--- src/rtl/eluks_wb_bridge_mw.sv ---
// eluks_wb_bridge_mw: Wishbone slave bridge in front of the ELUKS encrypted-storage core.
// It holds the password and control registers and reports status and FIFO level.
// A background fetcher streams decrypted bytes into a prefetch FIFO.
// One DATA read pops WB_DATA_WIDTH/8 of those bytes, packed little-endian.
module eluks_wb_bridge_mw #(
  parameter int WB_DATA_WIDTH = 32,
  parameter int WB_ADDR_DIR   = 16,
  parameter int PSW_WIDTH     = 128,
  parameter int FIFO_DEPTH    = 16
) (
  input  logic                           wb_clk,
  input  logic                           wb_rst,
  input  logic [$clog2(WB_ADDR_DIR)-1:0] wb_adr_i,
  input  logic [WB_DATA_WIDTH-1:0]       wb_dat_i,
  input  logic                           wb_we_i,
  input  logic                           wb_cyc_i,
  input  logic                           wb_stb_i,
  input  logic [WB_DATA_WIDTH/8-1:0]     wb_sel_i,
  output logic                           wb_ack_o,
  output logic                           wb_err_o,
  output logic                           wb_rty_o,
  output logic [WB_DATA_WIDTH-1:0]       wb_dat_o,
  output logic                           eluks_rst_o,
  output logic [PSW_WIDTH-1:0]           eluks_user_password_o,
  output logic                           eluks_hmac_enable_o,
  output logic [31:0]                    eluks_first_block_o,
  output logic [31:0]                    eluks_block_addr_o,
  output logic                           eluks_r_multi_block_o,
  output logic                           eluks_r_byte_o,
  input  logic                           eluks_busy_i,
  input  logic [7:0]                     eluks_dat_i,
  input  logic                           eluks_end_header_i,
  input  logic                           eluks_error_i,
  input  logic [31:0]                    eluks_total_blocks_i
);

  localparam int W    = WB_DATA_WIDTH;
  localparam int BPW  = WB_DATA_WIDTH / 8;
  localparam int NPSW = PSW_WIDTH / WB_DATA_WIDTH;
  localparam int AW   = $clog2(WB_ADDR_DIR);
  localparam int PW   = $clog2(FIFO_DEPTH);
  localparam int LW   = PW + 1;
  localparam int TW   = W - 1;

  // Register map: password words first, then the control and status slots.
  localparam logic [AW-1:0] ADR_FIRST  = AW'(NPSW);
  localparam logic [AW-1:0] ADR_BLOCK  = AW'(NPSW + 1);
  localparam logic [AW-1:0] ADR_HMAC   = AW'(NPSW + 2);
  localparam logic [AW-1:0] ADR_DATA   = AW'(NPSW + 3);
  localparam logic [AW-1:0] ADR_STATUS = AW'(NPSW + 4);
  localparam logic [AW-1:0] ADR_LEVEL  = AW'(NPSW + 5);

  typedef enum logic [2:0] {IDLE, WR, RD_DATA, RD_REG, ACK, ERR} bus_state_t;
  typedef enum logic [1:0] {F_IDLE, F_REQ, F_WAIT, F_PUSH} fetch_state_t;

  bus_state_t   state_q;
  fetch_state_t fstate_q;

  logic [AW-1:0]  lat_adr_q;
  logic [W-1:0]   lat_dat_q;
  logic [BPW-1:0] lat_sel_q;

  logic [W-1:0] psw_q [NPSW];
  logic [W-1:0] first_block_q;
  logic [W-1:0] block_addr_q;
  logic [W-1:0] hmac_q;

  logic start_q;
  logic flush_d_q;
  logic wait_first_q;

  logic [7:0]    fifo_mem [FIFO_DEPTH];
  logic [PW-1:0] wr_ptr_q;
  logic [PW-1:0] rd_ptr_q;
  logic [LW-1:0] level_q;

  logic         req;
  logic         flush;
  logic         push;
  logic         pop;
  logic [W-1:0] pop_word;
  logic [W-1:0] reg_rdata;
  logic [W-1:0] status_word;
  logic [W-1:0] level_word;

  // Only the byte lanes selected by wb_sel_i take the new data.
  function automatic logic [W-1:0] merge_lanes(input logic [W-1:0] old_val,
                                               input logic [W-1:0] new_val,
                                               input logic [BPW-1:0] sel);
    logic [W-1:0] res;
    res = old_val;
    for (int b = 0; b < BPW; b++) begin
      if (sel[b]) res[b*8 +: 8] = new_val[b*8 +: 8];
    end
    return res;
  endfunction

  assign req   = wb_cyc_i & wb_stb_i;
  assign flush = (state_q == WR) && (lat_adr_q == ADR_BLOCK);
  assign pop   = (state_q == RD_DATA) && req && (level_q >= LW'(BPW));
  assign push  = (fstate_q == F_PUSH) && !flush;

  assign wb_rty_o              = 1'b0;
  assign eluks_rst_o           = start_q | ~eluks_end_header_i;
  assign eluks_hmac_enable_o   = hmac_q[0];
  assign status_word           = {eluks_error_i, TW'(eluks_total_blocks_i)};
  assign level_word            = W'(level_q);

  // Slot 0 drives the most significant password word.
  for (genvar g = 0; g < NPSW; g++) begin : g_psw
    assign eluks_user_password_o[PSW_WIDTH-1-g*W -: W] = psw_q[g];
  end

  if (W >= 32) begin : g_wide
    assign eluks_first_block_o = first_block_q[31:0];
    assign eluks_block_addr_o  = block_addr_q[31:0];
  end else begin : g_narrow
    assign eluks_first_block_o = {{(32-W){1'b0}}, first_block_q};
    assign eluks_block_addr_o  = {{(32-W){1'b0}}, block_addr_q};
  end

  // Gather the oldest BPW bytes of the FIFO, oldest byte in the low lane.
  always_comb begin
    pop_word = '0;
    for (int i = 0; i < BPW; i++) begin
      pop_word[i*8 +: 8] = fifo_mem[rd_ptr_q + PW'(i)];
    end
  end

  // Read mux for every readable slot except DATA.
  always_comb begin
    reg_rdata = '0;
    for (int s = 0; s < NPSW; s++) begin
      if (lat_adr_q == AW'(s)) reg_rdata = psw_q[s];
    end
    if (lat_adr_q == ADR_FIRST)  reg_rdata = first_block_q;
    if (lat_adr_q == ADR_BLOCK)  reg_rdata = block_addr_q;
    if (lat_adr_q == ADR_HMAC)   reg_rdata = hmac_q;
    if (lat_adr_q == ADR_STATUS) reg_rdata = status_word;
    if (lat_adr_q == ADR_LEVEL)  reg_rdata = level_word;
  end

  // Hold ELUKS in reset for the cycle straight after a bridge reset.
  always_ff @(posedge wb_clk) begin
    start_q <= wb_rst;
  end

  // Bus FSM: decode the request, then answer with a registered ack or err.
  always_ff @(posedge wb_clk) begin
    if (wb_rst) begin
      state_q   <= IDLE;
      wb_ack_o  <= 1'b0;
      wb_err_o  <= 1'b0;
      wb_dat_o  <= '0;
      lat_adr_q <= '0;
      lat_dat_q <= '0;
      lat_sel_q <= '0;
    end else begin
      case (state_q)
        IDLE: begin
          wb_ack_o <= 1'b0;
          wb_err_o <= 1'b0;
          if (req) begin
            lat_adr_q <= wb_adr_i;
            lat_dat_q <= wb_dat_i;
            lat_sel_q <= wb_sel_i;
            if (wb_adr_i > ADR_LEVEL) begin
              state_q  <= ERR;
              wb_err_o <= 1'b1;
            end else if (wb_we_i) begin
              if (wb_adr_i < ADR_DATA) begin
                state_q <= WR;
              end else begin
                state_q  <= ERR;
                wb_err_o <= 1'b1;
              end
            end else if (wb_adr_i == ADR_DATA) begin
              state_q <= RD_DATA;
            end else begin
              state_q <= RD_REG;
            end
          end
        end
        WR: begin
          state_q  <= ACK;
          wb_ack_o <= 1'b1;
        end
        RD_REG: begin
          wb_dat_o <= reg_rdata;
          state_q  <= ACK;
          wb_ack_o <= 1'b1;
        end
        RD_DATA: begin
          if (!req) begin
            state_q <= IDLE;
          end else if (pop) begin
            wb_dat_o <= pop_word;
            state_q  <= ACK;
            wb_ack_o <= 1'b1;
          end
        end
        ACK: begin
          if (!req) begin
            wb_ack_o <= 1'b0;
            state_q  <= IDLE;
          end
        end
        ERR: begin
          if (!req) begin
            wb_err_o <= 1'b0;
            state_q  <= IDLE;
          end
        end
        default: begin
          state_q  <= IDLE;
          wb_ack_o <= 1'b0;
          wb_err_o <= 1'b0;
        end
      endcase
    end
  end

  // Byte-lane update of the RW registers while the bus FSM is in WR.
  always_ff @(posedge wb_clk) begin
    if (wb_rst) begin
      for (int s = 0; s < NPSW; s++) psw_q[s] <= '0;
      first_block_q <= '0;
      block_addr_q  <= '0;
      hmac_q        <= '0;
    end else if (state_q == WR) begin
      for (int s = 0; s < NPSW; s++) begin
        if (lat_adr_q == AW'(s)) psw_q[s] <= merge_lanes(psw_q[s], lat_dat_q, lat_sel_q);
      end
      if (lat_adr_q == ADR_FIRST) first_block_q <= merge_lanes(first_block_q, lat_dat_q, lat_sel_q);
      if (lat_adr_q == ADR_BLOCK) block_addr_q  <= merge_lanes(block_addr_q, lat_dat_q, lat_sel_q);
      if (lat_adr_q == ADR_HMAC)  hmac_q        <= merge_lanes(hmac_q, lat_dat_q, lat_sel_q);
    end
  end

  // A new block address drops multi-block mode, then re-arms it one cycle later if the header is done.
  always_ff @(posedge wb_clk) begin
    if (wb_rst) begin
      eluks_r_multi_block_o <= 1'b0;
      flush_d_q             <= 1'b0;
    end else begin
      flush_d_q <= flush;
      if (flush) begin
        eluks_r_multi_block_o <= 1'b0;
      end else if (flush_d_q && eluks_end_header_i) begin
        eluks_r_multi_block_o <= 1'b1;
      end
    end
  end

  // Fetcher FSM: one byte request at a time, only while the FIFO has room.
  always_ff @(posedge wb_clk) begin
    if (wb_rst || flush) begin
      fstate_q       <= F_IDLE;
      eluks_r_byte_o <= 1'b0;
      wait_first_q   <= 1'b0;
    end else begin
      case (fstate_q)
        F_IDLE: begin
          if (eluks_r_multi_block_o && eluks_end_header_i && !eluks_busy_i &&
              (level_q < LW'(FIFO_DEPTH))) begin
            fstate_q       <= F_REQ;
            eluks_r_byte_o <= 1'b1;
          end
        end
        F_REQ: begin
          eluks_r_byte_o <= 1'b0;
          wait_first_q   <= 1'b1;
          fstate_q       <= F_WAIT;
        end
        F_WAIT: begin
          if (wait_first_q) begin
            wait_first_q <= 1'b0;
          end else if (!eluks_busy_i) begin
            fstate_q <= F_PUSH;
          end
        end
        F_PUSH: begin
          fstate_q <= F_IDLE;
        end
        default: begin
          fstate_q       <= F_IDLE;
          eluks_r_byte_o <= 1'b0;
        end
      endcase
    end
  end

  // FIFO pointers and level; a push and a pop may land in the same cycle.
  always_ff @(posedge wb_clk) begin
    if (wb_rst || flush) begin
      wr_ptr_q <= '0;
      rd_ptr_q <= '0;
      level_q  <= '0;
    end else begin
      if (push) wr_ptr_q <= wr_ptr_q + PW'(1);
      if (pop)  rd_ptr_q <= rd_ptr_q + PW'(BPW);
      level_q <= level_q + LW'(push) - (pop ? LW'(BPW) : LW'(0));
    end
  end

  // FIFO byte storage; the level alone decides which entries are valid.
  always_ff @(posedge wb_clk) begin
    if (push) fifo_mem[wr_ptr_q] <= eluks_dat_i;
  end

endmodule

--- config.mk ---
export PLATFORM = sky130hd
export DESIGN_NAME = eluks_wb_bridge_mw
export DESIGN_NICKNAME = d
export VERILOG_FILES = /design/src/rtl/eluks_wb_bridge_mw.sv
export SDC_FILE = /design/constraint.sdc
export NUM_CORES = 1
export LEC_CHECK = 0
export ABC_AREA = 1
export BUFFER_PORTS_ARGS = -buffer_cell sky130_fd_sc_hd__buf_2
export CORE_AREA = 3 3 198 200
export DETAILED_ROUTE_END_ITERATION = 12
export DIE_AREA = 0 0 201 203
export PLACE_DENSITY = 0.75
export SYNTH_ARGS = -nofsm -noshare
export SYNTH_HDL_FRONTEND = slang
export SYNTH_SLANG_ARGS = --single-unit
--- constraint.sdc ---
create_clock -name wb_clk -period 1.9 [get_ports wb_clk]
set_input_delay 0.285 -clock wb_clk [delete_from_list [all_inputs] [get_ports wb_clk]]
set_output_delay 0.285 -clock wb_clk [all_outputs]
set_load 0.03 [all_outputs]
After elaboration in Yosys (flattened, before gate mapping)

Memories as Yosys holds them, arrays and structs flattened. A register that Yosys moved wholly into a read port is not among the register bits.
Cells that the tools add are included.

Bits in registers: 193
Word-level logic and storage cells: 245
Input bits: 88
Bits in writable memories: 256
Memories kept: 2

Memory list:

| name     | words | bits a word | rd ports | clocked after Yosys merged registers in | write ports | line | RTL |
|---|---|---|---|---|---|---|---|
| fifo_mem | 16    | 8           | 4        | 1                                       | 1           | 72   | `logic [7:0] fifo_mem [FIFO_DEPTH];` |
| psw_q    | 4     | 32          | 4        | 0                                       | 4           | 63   | `logic [W-1:0] psw_q [NPSW];` |

Reductions and logical operators: 40
Order comparisons: 4
Add/subtract/negate cells: 7
Bitwise logic cells: 9
Multiplexer cells: 128
Equal/unequal tests: 27

Operators by type and width:

| kind                                                                   | count |
|---|---|
| 8-bit two-way mux                                                      | 64 |
| 32-bit two-way mux                                                     | 15 |
| 32-bit case mux with 2 select lines                                    | 1 |
| 3-bit AND reduction                                                    | 15 |
| 1-bit two-way mux                                                      | 29 |
| 3-bit two-way mux                                                      | 8 |
| 2-bit inequality test (second input constant)                          | 9 |
| 4-bit by 3-bit == test with 1-bit output (second input constant)       | 4 |
| 3-bit case mux with 4 select lines                                     | 1 |
| 4-bit by 1-bit adder with 4-bit output (second input constant)         | 2 |
| 4-bit by 2-bit adder with 4-bit output (second input constant)         | 2 |
| 4-bit by 2-bit == test with 1-bit output (second input constant)       | 2 |
| 4-bit == test (second input constant)                                  | 2 |
| 1-bit logical AND                                                      | 8 |
| 4-bit two-way mux                                                      | 2 |
| 2-bit case mux with 4 select lines                                     | 1 |
| 3-bit by 2-bit == test with 1-bit output (second input constant)       | 2 |
| 3-bit == test (second input constant)                                  | 2 |
| 2-bit two-way mux                                                      | 3 |
| 2-bit AND reduction                                                    | 3 |
| 2-bit nonzero test                                                     | 3 |
| 2-bit OR reduction                                                     | 3 |
| 5-bit by 1-bit adder with 5-bit output                                 | 1 |
| 5-bit by 3-bit >= comparator with 1-bit output (second input constant) | 1 |
| other kinds (23)                                                       | 32 |

Logic depth before layout (Yosys ltp)

Gate-level depths: netlist of the first run.

Depth after elaboration: 11
Mapped depth: 15
Gate-level depth less buffers: 15

Worst setup path before layout of the first run

No wires, ideal clock.

Path kind: register -> register
From: register state_q[0]
To: register level_q[4]
Required time: 1.830 ns
Period minus slack after synthesis: 2.117 ns
Arrival time: 2.048 ns
Path buffers: 0
Slack: -0.217 ns
Cell stages (with the launch flop): 16
Path through: dfxtp_1 inv_2 nor2_2 inv_2 nor2_4 nand2_4 nand2_2 inv_1 ha_1 inv_1 ha_1 nor2_1 o21ai_0 nand2_1 or2_2 a21oi_1

Cells in the longest elaborated chain, start to end: 6

Ends and longest elaborated chain:

| item                                        | line | RTL |
|---|---|---|
| from (decl)                                 | 56   | `bus_state_t state_q;` |
| from (signal assigned)                      | 151  | `state_q <= IDLE;` |
| from (signal assigned)                      | 168  | `state_q <= ERR;` |
| from (signal assigned)                      | 172  | `state_q <= WR;` |
| 3-bit by 1-bit == test with 1-bit output    | 99   | `assign flush = (state_q == WR) && (lat_adr_q == ADR_BLOCK);` |
| 1-bit logical AND                           | 99   |  |
| 1-bit logical NOT                           | 101  | `assign push = (fstate_q == F_PUSH) && !flush;` |
| 1-bit logical AND                           | 101  |  |
| named net push                              | 79   | `logic push;` |
| 5-bit by 1-bit adder with 5-bit output      | 302  | `level_q <= level_q + LW'(push) - (pop ? LW'(BPW) : LW'(0));` |
| 5-bit by 3-bit subtractor with 5-bit output | 302  |  |
| to (signal assigned)                        | 302  |  |
| to (decl)                                   | 75   | `logic [LW-1:0] level_q;` |

The timed path passes the listed nets, and every way through them passes these cells.
A chain may end at the register's enable or synchronous reset.

Worst setup path after layout of the first run

From: register state_q[1]
To: register level_q[4]

Cells in the longest elaborated chain, start to end: 6

Ends and longest elaborated chain:

| item                                        | line |
|---|---|
| 3-bit by 1-bit == test with 1-bit output    | 99 |
| 1-bit logical AND                           | 99 |
| 1-bit logical NOT                           | 101 |
| 1-bit logical AND                           | 101 |
| 5-bit by 1-bit adder with 5-bit output      | 302 |
| 5-bit by 3-bit subtractor with 5-bit output | 302 |

Several ways; a longest one is shown, not always the timed one.

==> impl_results.md, run 1 <==
* DRC marker count from the first detailed-route iteration at 1555
* Wire length of the first global-routing pass at 86.9 mm
* Dominant synthesized flop cell: edfxtp_1
* Measured slew at the worst slew-check pin at 0.516 ns
* Count of fill cells added during filler insertion at 2996
* Share of the synthesized area in the top cell type at 0.404
* Cell with the most instances after synthesis: nand2_1
* Hold-critical path endpoint: lat_dat_q[23]$_SDFFE_PP0P_
* # Max-Cap Violations at 0
* Via/cell ratio at 5.57
* Maximum clock frequency at 496 MHz
* Cell count of the worst reg-to-reg path at 10
* Number of hold violations in the final report at 0
* Synth unique cells at 40
* Final total negative setup slack at -0.213 ns
* Residual overflow from global routing at 0
* Via count of the first global-routing pass at 15319
* Crit-path max cell delay at 0.37 ns
* Remaining max-slew budget at the tightest pin at 0.656
* Number of nets in the layout at 2538
* Origin of the critical flop-to-flop path: state_q[1]$_SDFFE_PP0P_
* Global routing usage summed across all routing layers at 0.268
* Cts-stage hold buffer count at 0
* Failing checks: negative setup slack
* Crit path DAT at 2.48 ns
* Placed Area at 0.0217 mm²
* Y dimension of the die at 203 µm
* Routed via count at 16608
* Synth-to-layout area growth at 25.2%
* Post-route cell area at 0.0238 mm²
* Average cell area after synthesis at 9.21 µm²
* Setup repair after global routing missed its margin: true
* Kind of end point of the critical path: flop
* Post-route DRC violation count at 0
* Final setup violation count at 10
* Worst hold path type: in -> reg
* Top cells by area, synth: edfxtp_1 (40%), dfxtp_1 (20%), nand2_1 (7.5%)
* CP required at 2.36 ns
* Top Ports at 319
* Gpl congestion at 0.946
* Detailed-route wire length at 58.4 mm
* Post-route antenna net violation count at 0
* Share of synthesized registers carrying an async set or reset at 0
* PortBufs at 316
* Sum of net half-perimeters after detailed placement at 41.0 mm
* Crit path top cell by count: ha_4
* Status: complete, but fails checks
* Clock Latency Late Sink at 0.55 ns
* Maximum net fanout on the critical path at 3
* Deepest clock path buffer count at 3
* Maximum ir drop on the vdd rail at 0.656 mV
* Leakage at 10.1 nW
* Share of the core filled with cells in the final layout at 0.633
* Drt wl/cell at 19.6 µm
* Max-slew violation total from the final report at 0
* Placed cell count at 2878
* Number of cells traversed by the worst hold path at 3
* Slack of the worst reg-to-reg path at -0.12 ns
* CTS tree: built
* Worst-path cell chain: inv_4 > nor3_4 > nand3_4 > ha_4 > ha_4 > nor2_4 > o21ai_2 > nand2_1 > or2_4 > a21oi_2
* Final cell count without fillers at 2984
* Post-synthesis sequential area ratio at 0.607
* TritonCTS buffer count at 46
* Initial antenna violation count at 3
* Number of sinks handled by clock tree synthesis at 449
* Starting density of the core at 0.506
* Power Dens Cells at 1080 mW/mm²
* Largest net degree at the start of global routing at 81
* Yosys top cell by area: edfxtp_1
* Die width at 201 µm
* Gate count after technology mapping at 2066
* Number of warnings reported in the yosys synthesis log at 0
* Post-Synthesis Net Count at 2171
* #FFs+latches synth at 449
* Final worst-path cycle share at 1.06
* Die area at 0.0408 mm²
* Pre-Repair DR Iteration Count at 8
* Placement Rows at 71
* Commonest cells in the synthesized netlist: nand2_1 (378), edfxtp_1 (256), nor2_1 (242)
* CTS H-tree lvls at 2
* Total standard cell area after synthesis at 0.0190 mm²
* Core Area at 0.0376 mm²
* Cell class contributing the biggest share of worst-path delay: simple AND/OR/NAND/NOR gates
* Clock root buffer: clkbuf_16
* Clock transition at the register clock pins on the worst setup and hold paths after CTS at 0.06 ns
* Worst setup margin at -0.116 ns
* Bufs and invs on worst path at 1
* Final Skew at 0.0224 ns
* Worst R2R End: level_q[4]$_SDFF_PP0_
* Critical path type: reg -> reg
* Number of enable-type register cells in the synthesized netlist at 256
* Type of element launching the critical path: flop
* Final min period at 2.02 ns
* Master of the slowest instance on the critical path: dfxtp_4
* Hold Crit Start: wb_dat_i[23]
* Total power after layout at 25.8 mW
* Layout cell share with drive strength beyond 1 at 0.246
## repair_timing
item	in CTS	in global routing
pin swaps	6	24
resized for setup	16	47
setup endpoints to repair	6	123
cloned	0	2
buffers inserted	2	14
## placed cells by master (no fill, tap or decap), drive strengths merged, types with 2 or more instances in the layout
cell and instances:
a21oi 211, nand4 9, clkinvlp 2, edfxtp 256, nand3b 26, buf 436, nor3 2, bufinv 5
nor2 265, nand2 381, clkinv 28, dfxtp 193, o22ai 31, diode 3, ha 17, a211oi 2
or2 7, o21ai 238, nand3 132, inv 154, clkbuf 66
## worst max-delay path by stage
stage	from	end	slack, ns	depth (start not counted)
global placement	state_q[0]$_SDFFE_PP0P_	level_q[4]$_SDFF_PP0_	-0.07	15
global route	lat_adr_q[0]$_SDFFE_PP0P_	wb_dat_o[27]$_SDFFE_PP0P_	-0.16	10
finish	state_q[1]$_SDFFE_PP0P_	level_q[4]$_SDFF_PP0_	-0.12	10
detailed placement	state_q[0]$_SDFFE_PP0P_	level_q[4]$_SDFF_PP0_	-0.13	15
CTS	level_q[4]$_SDFF_PP0_	level_q[4]$_SDFF_PP0_	0.001	11
floorplan	lat_adr_q[1]$_SDFFE_PP0P_	psw_q[1][0]$_SDFFCE_PN0P_	-0.19	7
## final cells by class
cell class                 instances  area (µm²)  share of cell area
sequential                       449       11600               0.486
multi-input combinational       1330        6560               0.276
timing repair buffer             438        2850               0.120
clock buffer                      64        1300              0.0546
inverter                         168         643              0.0270
tap                              511         639              0.0269
clock inverter                    21         245              0.0103
antenna                            3        7.51            0.000315
## worst reg2reg max path, cell delays in order (launching register included)
cell and delay, ns:
dfxtp_4 0.37, inv_4 0.04, nor3_4 0.23, nand3_4 0.11
ha_4 0.27, ha_4 0.27, nor2_4 0.04, o21ai_2 0.11
nand2_1 0.10, or2_4 0.26, a21oi_2 0.12
## cells by family after synthesis
kind of cell	share of synthesized area
and+or+nand+nor	0.186
AOI/OAI and AO/OA	0.132
DFF	0.607
buffers and inverters	0.0626
adders and majority gates	0.0112
xor gates and xnor gates	0.000461
other	0.000197
## power by group
| part | internal [mW] | leakage, nW | switching, mW |
|---|---|---|---|
| logic | 1.79 | 5.28 | 3.83 |
| clock network | 5.47 | 0.757 | 3.70 |
| registers | 10.7 | 4.04 | 0.263 |
## metrics by stage
step           hold slack (ns)  setup slack (ns)
3_3_place_gp             0.444           -0.0703
6_report                0.0116            -0.116
2_1_floorplan            0.313            -0.193
3_5_place_dp             0.455            -0.127
4_1_cts                0.00533           0.00128
5_1_grt                 0.0402            -0.159
## sequential cells by signal, summed over array words and instances (netlist names), 2 cells and up, named ones only
| name | cells |
|---|---|
| eluks_block_addr_o | 32 |
| eluks_first_block_o | 32 |
| fifo_mem | 128 |
| fstate_q | 2 |
| hmac_q | 32 |
| lat_adr_q | 4 |
| lat_dat_q | 32 |
| lat_sel_q | 4 |
| level_q | 5 |
| psw_q | 128 |
| rd_ptr_q | 2 |
| state_q | 3 |
| wb_dat_o | 32 |
| wr_ptr_q | 4 |
## metal layers
layer	up-vias	wire [µm]	global-route usage
met1	7858	23000	0.362
met2	883	27300	0.436
li1	7708	-	-
met3	159	5470	0.0459
met5	-	0	0
met4	0	2630	0.105
Power figures use the tool's default switching activity.
==> run 2: changes to the inputs <==
--- a/config.mk
+++ b/config.mk
@@ -7,10 +7,10 @@
 export LEC_CHECK = 0
 export ABC_AREA = 1
 export BUFFER_PORTS_ARGS = -buffer_cell sky130_fd_sc_hd__buf_2
-export CORE_AREA = 3 3 198 200
+export CORE_AREA = 3 3 183 185
 export DETAILED_ROUTE_END_ITERATION = 12
-export DIE_AREA = 0 0 201 203
-export PLACE_DENSITY = 0.75
+export DIE_AREA = 0 0 186 188
+export PLACE_DENSITY = 0.83
 export SYNTH_ARGS = -nofsm -noshare
 export SYNTH_HDL_FRONTEND = slang
 export SYNTH_SLANG_ARGS = --single-unit
==> constraint.sdc (replaced) <==
create_clock -name wb_clk -period 2.44 [get_ports wb_clk]
set_input_delay 0.366 -clock wb_clk [delete_from_list [all_inputs] [get_ports wb_clk]]
set_output_delay 0.366 -clock wb_clk [all_outputs]
set_load 0.03 [all_outputs]
==> impl_results.md, run 2 (same netlist as run 1, synthesis figures left out) <==
* Deepest clock path buffer count at 3
* Setup repair after global routing missed its margin: false
* Y dimension of the die at 188 µm
* Synth-to-layout area growth at 19.1%
* CTS H-tree lvls at 2
* Critical path type: reg -> reg
* Origin of the critical flop-to-flop path: state_q[1]$_SDFFE_PP0P_
* Number of cells traversed by the worst hold path at 3
* Crit path DAT at 2.69 ns
* Multi-input logic area at 0.00631 mm²
* Largest regs: fifo_mem: 128 flops, psw_q: 128 flops
* Maximum ir drop on the vdd rail at 0.585 mV
* DRC marker count from the first detailed-route iteration at 1979
* Status: completed
* Clock Latency Late Sink at 0.55 ns
* Number of sinks handled by clock tree synthesis at 449
* Largest net degree at the start of global routing at 58
* Global routing usage summed across all routing layers at 0.323
* Power Dens Cells at 863 mW/mm²
* Sum of net half-perimeters after detailed placement at 40.7 mm
* CP required at 2.91 ns
* Via/cell ratio at 5.91
* Measured slew at the worst slew-check pin at 0.855 ns
* Clock root buffer: clkbuf_16
* Detailed-route wire length at 58.1 mm
* Layout cell share with drive strength beyond 1 at 0.208
* Routed via count at 16604
* Final setup violation count at 0
* Gpl congestion at 0.928
* TritonCTS buffer count at 44
* Count of fill cells added during filler insertion at 2339
* Initial antenna violation count at 5
* Max-slew violation total from the final report at 0
* Worst hold path type: in -> reg
* Hold-critical path endpoint: lat_dat_q[25]$_SDFFE_PP0P_
* Maximum clock frequency at 450 MHz
* Drt wl/cell at 20.7 µm
* CTS tree: built
* Placed cell count at 2725
* Post-route DRC violation count at 0
* Slack of the worst reg-to-reg path at 0.22 ns
* Post-route antenna net violation count at 0
* Worst-path cell chain: inv_2 > nor3_4 > nand3_2 > ha_1 > ha_1 > nor2_1 > o21ai_0 > nand2_1 > or2_2 > a21oi_1
* Clock transition at the register clock pins on the worst setup and hold paths after CTS at 0.06 ns
* Type of element launching the critical path: flop
* Total power after layout at 19.5 mW
* # Max-Cap Violations at 0
* Die width at 186 µm
* Residual overflow from global routing at 0
* Wire length of the first global-routing pass at 87.9 mm
* Top Ports at 319
* Crit path top cell by count: ha_1
* Via count of the first global-routing pass at 15756
* FF/Latch Area at 0.0116 mm²
* Cts-stage hold buffer count at 0
* Final cell count without fillers at 2810
* Final worst-path cycle share at 0.911
* Final hold slack at 0.0932 ns
* Final min period at 2.22 ns
* Placement Rows at 66
* Leakage at 9.54 nW
* Hold Crit Start: wb_dat_i[25]
* Top library cells by usage in the layout, fill and taps aside: nand2_1 (375), buf_2 (316), edfxtp_1 (256)
* Number of nets in the layout at 2469
* Pre-Repair DR Iteration Count at 6
* Remaining max-slew budget at the tightest pin at 0.429
* Maximum net fanout on the critical path at 4
* Final total negative setup slack at 0 ns
* PortBufs at 316
* Cell count of the worst reg-to-reg path at 10
* Crit-path max cell delay at 0.43 ns
* Die area at 0.0350 mm²
* Master of the slowest instance on the critical path: dfxtp_1
* Most frequent standard cell in the layout excluding fill and tap cells: nand2_1
* Number of hold violations in the final report at 0
* Worst R2R End: level_q[4]$_SDFF_PP0_
* Kind of end point of the critical path: flop
* Starting density of the core at 0.591
* Core Area at 0.0322 mm²
* Final Skew at 0.0227 ns
==> run 2: cell types whose count changed in the layout (fill, tap and decap cells not counted), sizes merged <==
cell      change
clkinv        +2
buf          -65
inv           +2
diode         -1
clkinvlp      +1
clkbuf       -10
==> run 2: metal layers <==
layer	vias up	track usage	wire [µm]
li1	7561	-	-
met1	7799	0.414	21400
met2	1046	0.524	27400
met3	194	0.0776	6420
met4	4	0.142	2880
met5	-	0	23
==> run 2: worst max-delay path: cells and delay by family (launching register included) <==
kind | cells | cell delay (ns)
compound gates | 2 | 0.25
buf+inv | 1 | 0.10
fa+ha+maj | 2 | 0.64
flops | 1 | 0.43
simple gates | 5 | 0.71
==> run 2: worst max path at each step <==
stage / from / to / slack, ns / cells past startpoint
4_1_cts: state_q[0]$_SDFFE_PP0P_ / level_q[4]$_SDFF_PP0_ / 0.12 / 15
6_report: state_q[1]$_SDFFE_PP0P_ / level_q[4]$_SDFF_PP0_ / 0.22 / 10
2_1_floorplan: state_q[0]$_SDFFE_PP0P_ / level_q[4]$_SDFF_PP0_ / 0.32 / 15
3_5_place_dp: state_q[0]$_SDFFE_PP0P_ / level_q[4]$_SDFF_PP0_ / 0.17 / 15
5_1_grt: state_q[0]$_SDFFE_PP0P_ / level_q[4]$_SDFF_PP0_ / 0.05 / 15
3_3_place_gp: state_q[0]$_SDFFE_PP0P_ / level_q[4]$_SDFF_PP0_ / 0.26 / 15
==> run 2: through the flow <==
| step | cell area [µm²] | util | setup slack, ns |
|---|---|---|---|
| after floorplan | 19000 | - | 0.323 |
| after global placement | 21100 | 0.655 | 0.257 |
| after detailed placement | 21100 | 0.655 | 0.175 |
| after CTS | 22600 | 0.702 | 0.118 |
| after global routing | 22600 | 0.703 | 0.0475 |
| final | 22600 | 0.703 | 0.218 |
==> run 2: layout make-up <==
| class | instances | share of cell area |
|---|---|---|
| antenna | 2 | 0.000221 |
| clock buffer | 56 | 0.0556 |
| clock inverter | 26 | 0.0123 |
| inverter | 168 | 0.0280 |
| multi-input combinational | 1330 | 0.279 |
| sequential | 449 | 0.510 |
| tap | 408 | 0.0225 |
| timing repair buffer | 371 | 0.0925 |
==> run 2: where the power goes <==
group	internal [mW]	leakage [nW]	switching [mW]	total (mW)
sequential	8.35	4.04	0.217	8.57
clock	4.21	0.748	2.95	7.17
combinational	1.00	4.76	2.81	3.81
total	13.6	9.54	5.98	19.5
==> run 2: repair_timing <==
item                                    4_1_cts  5_1_grt
gates resized for setup                       0        5
buffers inserted                              0        1
endpoints found under the setup margin        0        1
